[config.mk]
export PLATFORM = sky130hd
export DESIGN_NAME = phase_seq
export DESIGN_NICKNAME = d
export VERILOG_FILES = /design/src/rtl/cpu15_pkg.sv /design/src/rtl/phase_seq.sv
export SDC_FILE = /design/constraint.sdc
export NUM_CORES = 1
export LEC_CHECK = 0
export CAP_MARGIN = 20
export CORE_MARGIN = 2
export CORE_UTILIZATION = 40
export CTS_CLUSTER_SIZE = 14
export DETAILED_ROUTE_END_ITERATION = 6
export HOLD_SLACK_MARGIN = 0.12
export PLACE_DENSITY = 0.71
export SLEW_MARGIN = 10
export SYNTH_ARGS = -nofsm -noshare
export SYNTH_HDL_FRONTEND = slang
export SYNTH_SLANG_ARGS = --single-unit
[constraint.sdc]
create_clock -name CLK -period 1.4 [get_ports CLK]
set_input_delay 0.14 -clock CLK [delete_from_list [all_inputs] [get_ports CLK]]
set_output_delay 0.14 -clock CLK [all_outputs]
set_load 0.03 [all_outputs]
[src/rtl/cpu15_pkg.sv]
// rtl/cpu15_pkg.sv - shared state and phase encodings for the cpu15 instruction sequencer
package cpu15_pkg;

  typedef enum logic [2:0] {
    ST_IDLE = 3'd0,
    ST_FT   = 3'd1,
    ST_DC   = 3'd2,
    ST_EX   = 3'd3,
    ST_WB   = 3'd4,
    ST_HALT = 3'd5
  } state_t;

  localparam logic [1:0] PH_FT = 2'd0;
  localparam logic [1:0] PH_DC = 2'd1;
  localparam logic [1:0] PH_EX = 2'd2;
  localparam logic [1:0] PH_WB = 2'd3;

endpackage

[src/rtl/phase_seq.sv]
// rtl/phase_seq.sv - cpu15 phase sequencer: FT/DC/EX/WB strobes, stalls, HLT, retire count
// Optional stall counter output enabled by defining PHASE_SEQ_STALL_CNT_EN.
module phase_seq
  import cpu15_pkg::*;
#(
  parameter int CNT_W = 16
) (
  input  logic             CLK,
  input  logic             RESET_N,
  input  logic             RUN,
  input  logic             STEP,
  input  logic             WAIT_REQ,
  input  logic             HALT_REQ,
  output logic             CLK_FT,
  output logic             CLK_DC,
  output logic             CLK_EX,
  output logic             CLK_WB,
  output logic [1:0]       PHASE,
  output logic             BUSY,
  output logic             HALTED,
  output logic [CNT_W-1:0] INSN_CNT
`ifdef PHASE_SEQ_STALL_CNT_EN
  ,
  output logic [CNT_W-1:0] STALL_CNT
`endif
);

  state_t           r_state;
  logic             r_step_mode;
  logic             r_ft;
  logic             r_dc;
  logic             r_ex;
  logic             r_wb;
  logic [1:0]       r_phase;
  logic             r_busy;
  logic             r_halted;
  logic [CNT_W-1:0] r_cnt;

  // Strobes default low and are set only on the edge that enters a state,
  // so a stalled phase never repeats its strobe.
  always_ff @(posedge CLK or negedge RESET_N) begin
    if (!RESET_N) begin
      r_state     <= ST_IDLE;
      r_step_mode <= 1'b0;
      r_ft        <= 1'b0;
      r_dc        <= 1'b0;
      r_ex        <= 1'b0;
      r_wb        <= 1'b0;
      r_phase     <= PH_FT;
      r_busy      <= 1'b0;
      r_halted    <= 1'b0;
      r_cnt       <= '0;
    end else begin
      r_ft <= 1'b0;
      r_dc <= 1'b0;
      r_ex <= 1'b0;
      r_wb <= 1'b0;
      case (r_state)
        ST_IDLE: begin
          if (RUN || STEP) begin
            r_step_mode <= ~RUN;
            r_state     <= ST_FT;
            r_ft        <= 1'b1;
            r_phase     <= PH_FT;
            r_busy      <= 1'b1;
          end
        end
        ST_FT: begin
          if (!WAIT_REQ) begin
            r_state <= ST_DC;
            r_dc    <= 1'b1;
            r_phase <= PH_DC;
          end
        end
        ST_DC: begin
          if (HALT_REQ) begin
            r_state  <= ST_HALT;
            r_phase  <= PH_FT;
            r_busy   <= 1'b0;
            r_halted <= 1'b1;
          end else begin
            r_state <= ST_EX;
            r_ex    <= 1'b1;
            r_phase <= PH_EX;
          end
        end
        ST_EX: begin
          if (!WAIT_REQ) begin
            r_state <= ST_WB;
            r_wb    <= 1'b1;
            r_phase <= PH_WB;
          end
        end
        ST_WB: begin
          r_cnt <= r_cnt + CNT_W'(1);
          if (r_step_mode || !RUN) begin
            r_state <= ST_IDLE;
            r_phase <= PH_FT;
            r_busy  <= 1'b0;
          end else begin
            r_state <= ST_FT;
            r_ft    <= 1'b1;
            r_phase <= PH_FT;
          end
        end
        ST_HALT: begin
          r_state <= ST_HALT;
        end
        default: begin
          r_state  <= ST_IDLE;
          r_phase  <= PH_FT;
          r_busy   <= 1'b0;
          r_halted <= 1'b0;
        end
      endcase
    end
  end

`ifdef PHASE_SEQ_STALL_CNT_EN
  logic [CNT_W-1:0] r_stall;
  logic             w_stalling;

  assign w_stalling = WAIT_REQ && ((r_state == ST_FT) || (r_state == ST_EX));

  always_ff @(posedge CLK or negedge RESET_N) begin
    if (!RESET_N) begin
      r_stall <= '0;
    end else if (w_stalling && (r_stall != '1)) begin
      r_stall <= r_stall + CNT_W'(1);
    end
  end

  assign STALL_CNT = r_stall;
`endif

  assign CLK_FT   = r_ft;
  assign CLK_DC   = r_dc;
  assign CLK_EX   = r_ex;
  assign CLK_WB   = r_wb;
  assign PHASE    = r_phase;
  assign BUSY     = r_busy;
  assign HALTED   = r_halted;
  assign INSN_CNT = r_cnt;

endmodule

* After elaboration in Yosys (flattened, before gate mapping)
Index checks and enable logic that the tools add are counted.
** Storage, ports and cells
- Input bits :: 6
- Word-level logic and storage cells :: 61
- Output and inout port bits :: 24
- Register bits after elaboration :: 28
** Operators by class
- $add $sub $neg :: 1
- Equal/unequal tests :: 10
- Reductions and logical operators :: 11
- Bitwise operators :: 4
- Mux-type cells :: 25
** Operators with widths (number)
- 3-bit one-hot mux with 6 select lines :: 1
- 16-bit by 1-bit adder with 16-bit output, second input constant :: 1
- 1-bit 2-to-1 mux :: 12
- 3-bit 2-to-1 mux :: 4
- 2-bit inequality test, second input constant :: 5
- 2-bit one-hot mux with 5 select lines :: 1
- 2-bit 2-to-1 mux :: 4
- 4-bit AND reduction :: 2
- 3-bit by 2-bit equality test with 1-bit output, second input constant :: 2
- 3-bit equality test, second input constant :: 2
- 5-bit OR reduction :: 1
- 1-bit inverter :: 4
- 1-bit one-hot mux with 2 select lines :: 2
- 1-bit one-hot mux with 4 select lines :: 1
- 2-bit AND reduction :: 2
- 3-bit by 1-bit equality test with 1-bit output, second input constant :: 1
- 3-bit zero test :: 1
- 3-bit AND reduction :: 1
- 3-bit OR reduction :: 1
- 1-bit logical OR :: 2
- 1-bit zero test :: 1

* Longest topological paths before layout
- Word-level depth :: 4
- Mapped depth :: 5
- Gate-level depth less buffers :: 4

* Worst setup path before layout
Ideal clock, no wire load.
- Kind :: register -> register
- From :: reg r_cnt[5], in the netlist INSN_CNT[5]
- To :: reg r_cnt[15], in the netlist INSN_CNT[15]
- Buffers on the path :: 0
- Arrival time :: 1350 ps
- Setup slack :: -82 ps
- Cell stages (with the launch flop) :: 5
- Period minus slack after synthesis :: 1482 ps
- Required time :: 1267 ps
- Cell sequence :: dfrtp_1 -> and4_1 -> and4_1 -> nand4_1 -> xnor2_1
** Between the ends
- Cells in the longest elaborated chain, start to end :: 1
** Ends and longest elaborated chain
- from (decl) :: line phase_seq.sv:37 : logic [CNT_W-1:0] r_cnt;
- from (signal assigned) :: line phase_seq.sv:95 : r_cnt <= r_cnt + CNT_W'(1);
- 16-bit by 1-bit adder with 16-bit output :: line phase_seq.sv:95
Every way passes these cells.
A chain may end at the register's enable or synchronous reset.

* Worst setup path after layout
- From :: reg r_state[1]
- To :: reg r_cnt[1], in the netlist INSN_CNT[1]
** Between the ends
- Cells in the longest elaborated chain, start to end :: 1
** Ends and longest elaborated chain
- from (decl) :: line phase_seq.sv:28 : state_t r_state;
- from (signal assigned) :: line phase_seq.sv:43 : r_state <= ST_IDLE;
- from (signal assigned) :: line phase_seq.sv:62 : r_state <= ST_FT;
- from (signal assigned) :: line phase_seq.sv:70 : r_state <= ST_DC;
- 3-bit equality test :: line phase_seq.sv:58 : case (r_state)
Every way passes these cells.

==> flow_summary_export.csv <==
group,metric,value,unit
synth,synth_edf_count,0,
synth,ys_ff_latch,28,
global_route,antenna_found_initial,0,
sta,max_freq,0.736,GHz
clock_tree,cts_root_buffer,"clkbuf_4",
placed_design,gp_congestion,0.837,
sta,hold_viol,0,
route,drt_pass1_iterations,4,
route,drt_iter0_markers,38,
synth,synthTopCellsByArea,"dfrtp_1 55%, xnor2_1 9.6%, a21oi_1 3.1%",
clock_tree,cts.path.max_buffers,2,
setup_path,worstPathCellList,"nor3b_4, buf_4, buf_6, mux2_2",
synth,yosysWarnings,0,
synth,synth-compound-area-share,0.0972,
sta,fin_crit_sh,0.970,
min_path,hold_class,"primary input to async pin",
global_route,grt_pass1_vias,1006,
synth,synth_xor_area_frac,0.103,
floorplanning,pin_count,30,
clock_tree,htree_levels,1,
synth,netlist_instances,116,
global_route,grt_start_max_net_pins,29,
synth,syn_area_per_cell,11.0,µm²
placed_design,port_buffers,29,
clock_tree,cts_tree,"built",
floorplanning,core,3050,µm²
route,route.detailed.vias_per_inst,5.02,
synth,synth.largest_area_cell,"dfrtp_1",
floorplanning,initial_utilization,0.418,
floorplanning,die_x,60.5,µm
setup_path,rrSetupSlack,40,ps
setup_path,end_kind,"flip-flop",
route,avgRoutedWirePerCell,12.6,µm
final_layout,final_core_util,0.555,
synth,syn-cell-area,1270,µm²
global_route,grt_first_pass_wirelength,4.28,mm
final_layout,nets,162,
synth,synthAdderAreaFrac,0.00981,
synth,ys_types,35,
route,ant_nets,0,
setup_path,critPathMaxStageDelay,440,ps
route,route.detailed.drc,0,
global_route,grt_overflow,0,
run_status,status,"finished, final reports clean",
clock_tree,cts_sinks,28,
setup_path,cp.arrival,1580,ps
power,cellPowerDensity,1650,nW/µm²
setup_path,worstPathRequired,1630,ps
sta,skew,3.36,ps
sta,slew_viol_final,0,
clock_tree,clk_latency,320,ps
synth,muxShareOfSynthArea,0.00883,
setup_path,cpMaxStageDelayCell,"dfrtp_1",
sta,worst_slew_pin_slew,353,ps
sta,finalSetupViolations,0,
setup_path,start_kind,"flip-flop",
setup_path,worstSetupPathType,"flip-flop to flip-flop",
synth,yosys.area.top_type_share,0.550,
synth,async_reset_ff_frac,1.00,
placed_design,hpwl,1.77,mm
clock_tree,clk_pin_slew,140,ps
synth,synth.net_count,123,
setup_path,worstRegToRegCells,4,
final_layout,ff_latch_area,706,µm²
floorplanning,rows,20,
sta,maxSlewHeadroom,0.765,
setup_path,worstSetupStartpoint,"r_state[1]",
final_layout,multi_input_area,548,µm²
final_layout,drive_above_1_share,0.162,
setup_path,worstPathMaxFanout,4,
synth,synth-simple-area-share,0.197,
synth,synth_common_cells,"28 x dfrtp_1, 14 x xnor2_1, 8 x a21oi_1",
placed_design,pre_cts_ws,38.6,ps
final_layout,diodes,0,
power,p_leak,0.000808,µW
global_route,track_usage,0.155,
setup_path,r2r_start,"r_state[1]",
clock_tree,cts_buffers,3,
route,vias,994,
floorplanning,die-area,3650,µm²
sta,fin_ws,42.2,ps
sta,fin_crit,1360,ps
synth,synth_top_family_by_area,"simple AND/OR/NAND/NOR gates",
power,ir_drop,1.45,mV
synth,synth_flop_cell,"dfrtp_1",
synth,ys_seq_area_frac,0.550,
synth,yosysMostFrequentCell,"dfrtp_1",
route,wirelength,2.50,mm
flow_run,maxCapViolCount,0,
final_layout,area_growth,33.0,%
sta,rsz0062_at_grt,"yes",
final_layout,fillCellCount,300,
floorplanning,dieHeight,60.5,µm
## final timing paths
check                                    end
worst min register to register  INSN_CNT[15]
min in group CLK                      CLK_EX
worst max-delay path             INSN_CNT[1]
worst max register to register   INSN_CNT[1]
worst min-delay path             INSN_CNT[5]
max in group asynchronous        INSN_CNT[7]
## state kept, by name (all words and copies together) (netlist names)
| register | count |
|---|---|
| BUSY | 1 |
| PHASE | 2 |
| CLK_DC | 1 |
| HALTED | 1 |
| CLK_WB | 1 |
| CLK_EX | 1 |
| r_state | 3 |
| CLK_FT | 1 |
| INSN_CNT | 16 |
| r_step_mode | 1 |
## stage by stage
step | instances | hold slack, ps | instance area, µm² | power, µW | setup TNS (ps)
2_1_floorplan | 116 | -156 | 1290 | 2050 | -185
3_3_place_gp | 192 | 460 | 1660 | 2500 | 0
3_5_place_dp | 192 | 468 | 1660 | 2530 | 0
4_1_cts | 196 | 181 | 1660 | 2770 | 0
5_1_grt | 198 | 207 | 1700 | 3000 | -46.1
6_report | 198 | 175 | 1700 | 2790 | 0
## cell type report
type	count	area share
flip-flops and latches	28	0.416
multi-input cells	79	0.323
repair buffers	40	0.206
well taps	44	0.0325
clock buffers	4	0.0155
inverters	3	0.00664
## metal layers
metal  GRT usage  vias to the layer above  routed length (µm)  share of wire
li1            -                      485                   -              -
met1       0.181                      477                1090           0.44
met2       0.272                       30                1240           0.49
met3      0.0469                        2                 151          0.060
met4      0.0528                        0                  19         0.0076
met5           0                        -                   0              0
## power by group
part / switching (µW) / internal (µW) / leakage (µW)
sequential: 147 / 1010 / 0.000362
clock: 227 / 112 / 0.0000150
combinational: 775 / 525 / 0.000430
## placed cells by master (no fill, tap or decap), drive strengths merged, types with 4 or more instances in the layout
cell,netlist,final
dfrtp,28,28
dlygate4sd2,0,22
xnor2,14,14
buf,5,11
a21oi,8,8
nand2,7,7
nor3,5,5
nand4,5,5
clkdlybuf4s50,0,5
nor2,4,4
nand3,4,4
clkbuf,1,4
## critical path, delay by kind of cell (launching register included)
kind	cells	cell delay (ps)
flops	1	440
mux	1	320
buf+inv	2	260
simple gates	1	250
## timing repair
action | 4_1_cts | 5_1_grt
setup endpoints to repair | 24 | 8
pin swaps | 0 | 3
buffers inserted | 0 | 2
resized for setup | 24 | 6
hold buffers | 0 | 0
## kinds of logic (layout without fill, tap and decap cells)
family                     after synthesis  count (layout)
and+or+nand+nor                         42              42
muxes                                    1               1
adders and majority gates                1               1
AOI/OAI and AO/OA                       20              20
buffers and inverters                    9              47
DFF                                     28              28
xor gates and xnor gates                15              15
Note: power is estimated with default switching activity, not from simulation.
==> patch: new RTL, same settings <==
Build with the macro `PHASE_SEQ_STALL_CNT_EN` defined.
--- a/src/rtl/phase_seq.sv
+++ b/src/rtl/phase_seq.sv
@@ -2,2 +2,4 @@
 // Optional stall counter output enabled by defining PHASE_SEQ_STALL_CNT_EN.
+`define PHASE_SEQ_STALL_CNT_EN
+
 module phase_seq
Check against the original RTL (old outputs only; new: STALL_CNT): equivalent (equiv_simple and equiv_induct, registers matched by name and starting in step).
==> patch against the unedited design <==
The run now ends with negative setup slack left; combinational power grew 86%; cell area increased by 110%; wire length grew 120%; area after synthesis grew 63%; clock power rose to 2.6 times the old value; setup slack got worse by 0.13 ns; core utilization grew 14 points; non-clock buffer count is 71 higher; largest power group unchanged; critical path type unchanged; total power rose by 83%; sequential cell count up 16.
==> patch: results (changes against the unedited design) <==
.. list-table::
   :header-rows: 1

   * - Metric
     - Value
   * - Accumulated negative setup slack
     - -0.707 ns (was 0 ns)
   * - Tot GR Track Use
     - 0.181 (was 0.155)
   * - Multi-In Gates
     - 137 (was 79)
   * - Post-synth cell types
     - 39 (was 35)
   * - Non-clock buffer contribution to total cell area
     - 0.273 (was 0.206)
   * - Proportion of synthesized chip area in sequential cells
     - 0.530 (was 0.550)
   * - Maximum net fanout on the critical path
     - 5 (was 4)
   * - FILL cells
     - 388 (was 300)
   * - Number of buffers outside the clock class in the layout
     - 111 (was 40)
   * - Area taken by multi-input logic gates
     - 0.00124 mm2 (was 548 um2)
   * - Met1 global-route usage
     - 0.237 (was 0.181)
   * - Max_slew headroom
     - 0.775 (was 0.765)
   * - Setup WS post-layout
     - -0.0926 ns (was 0.0422 ns)
   * - Startpoint of the worst-slack reg-to-reg timing path
     - STALL_CNT[1]$_DFFE_PN0P_ (was r_state[1]$_DFFE_PN0P_)
   * - Maximum vdd drop
     - 0.837 mV (was 1.45 mV)
   * - Area taken by flip-flops and latches
     - 0.00113 mm2 (was 706 um2)
   * - Vias in the first global route
     - 1784 (was 1006)
   * - Placed cell areas
     - 0.00299 mm2 (was 0.00166 mm2)
   * - Worst-Skew Late Latency
     - 0.30 ns (was 0.32 ns)
   * - Multi-input logic portion of the cell area
     - 0.351 (was 0.323)
   * - First-pass GRT wire length
     - 8.49 mm (was 4.28 mm)
   * - Number of cells on the worst reg-to-reg path
     - 6 (was 4)
   * - Clock slew at the register clock pins of the worst setup and hold paths
     - 0.08 ns (was 0.14 ns)
   * - Vias post-DR
     - 1892 (was 994)
   * - Wire length on met3
     - 202 um (was 151 um)
   * - Met2 Wirelength
     - 2.98 mm (was 1.24 mm)
   * - Net switching power figure
     - 0.00199 W (was 0.00115 W)
   * - Run status
     - finished, violations left (was completed)
   * - Violated checks
     - negative setup slack
   * - Met2 Usage GRT
     - 0.304 (was 0.272)
   * - Routed wire per std cell
     - 14.8 um (was 12.6 um)
   * - Root buffer cell
     - clkbuf_8 (was clkbuf_4)
   * - Share of cells above drive strength 1
     - 0.464 (was 0.162)
   * - Total of endpoints with negative setup slack in the final report
     - 14 (was 0)
   * - Placed wire-length estimate
     - 3.45 mm (was 1.77 mm)
   * - Number of H-tree levels
     - 2 (was 1)
   * - Port Buffer Count
     - 45 (was 29)
   * - Post-synth net total
     - 199 (was 123)
   * - Post-route clock skew
     - 0.00220 ns (was 0.00336 ns)
   * - Worst R2R End
     - STALL_CNT[1]$_DFFE_PN0P_ (was INSN_CNT[1]$_DFFE_PN0N_)
   * - Total clock buffers created by CTS
     - 5 (was 3)
   * - Ranking of synthesized cells by area
     - dfrtp_1 53%, xnor2_1 7.2%, xor2_1 5.5% (was dfrtp_1 55%, xnor2_1 9.6%, a21oi_1 3.1%)
-- patch: changes by cell type after synthesis, moves of 3 or more --
cell / change
xnor2_1: +3
and3_1: +5
clkbuf_1: +5
a21oi_1: -4
nor2_1: +6
nor4_1: +5
xor2_1: +12
nor3_1: +3
nand2_1: +6
o21ai_0: +4
nor3b_1: +4
dfrtp_1: +16
nand3_1: +6
-- patch: critical path: stages (launching register included) --
cell     delay (ns)
dfrtp_2        0.39
ha_4           0.16
nand3_4        0.09
nor4_4         0.23
buf_6          0.17
nor2_2         0.06
mux2_4         0.29
-- patch: logic make-up after synthesis --
logic type / after synthesis / synth area share
compound gates: 22 / 0.0692
simple gates: 80 / 0.227
xor+xnor: 30 / 0.126
flops: 44 / 0.530
fa+ha+maj: 2 / 0.0120
mux: 3 / 0.0175
buf+inv: 10 / 0.0181
-- patch: timing repair --
action | in CTS | in global routing
endpoints found under the hold margin | 44 | 0
buffers inserted | 9 | 11
cloned | 0 | 1
hold buffers | 1 | 0
pin swaps | 4 | 22
resized for setup | 48 | 65
endpoints found under the setup margin | 60 | 34
-- patch: stage by stage --
step,power (W),instances
floorplan,0.00297,191
CTS,0.00469,362
detailed placement,0.00389,344
global route,0.00539,374
global placement,0.00384,344
finish,0.00510,374
-- patch: how the worst min path moves through the flow --
stage,startpoint,end,cells past startpoint
after floorplan,RESET_N,BUSY$_DFFE_PN0P_,0
after global placement,RESET_N,STALL_CNT[2]$_DFFE_PN0P_,1
after detailed placement,RESET_N,STALL_CNT[2]$_DFFE_PN0P_,1
after CTS,RESET_N,STALL_CNT[2]$_DFFE_PN0P_,2
after global routing,RESET_N,STALL_CNT[2]$_DFFE_PN0P_,2
final,RESET_N,STALL_CNT[0]$_DFFE_PN0P_,2
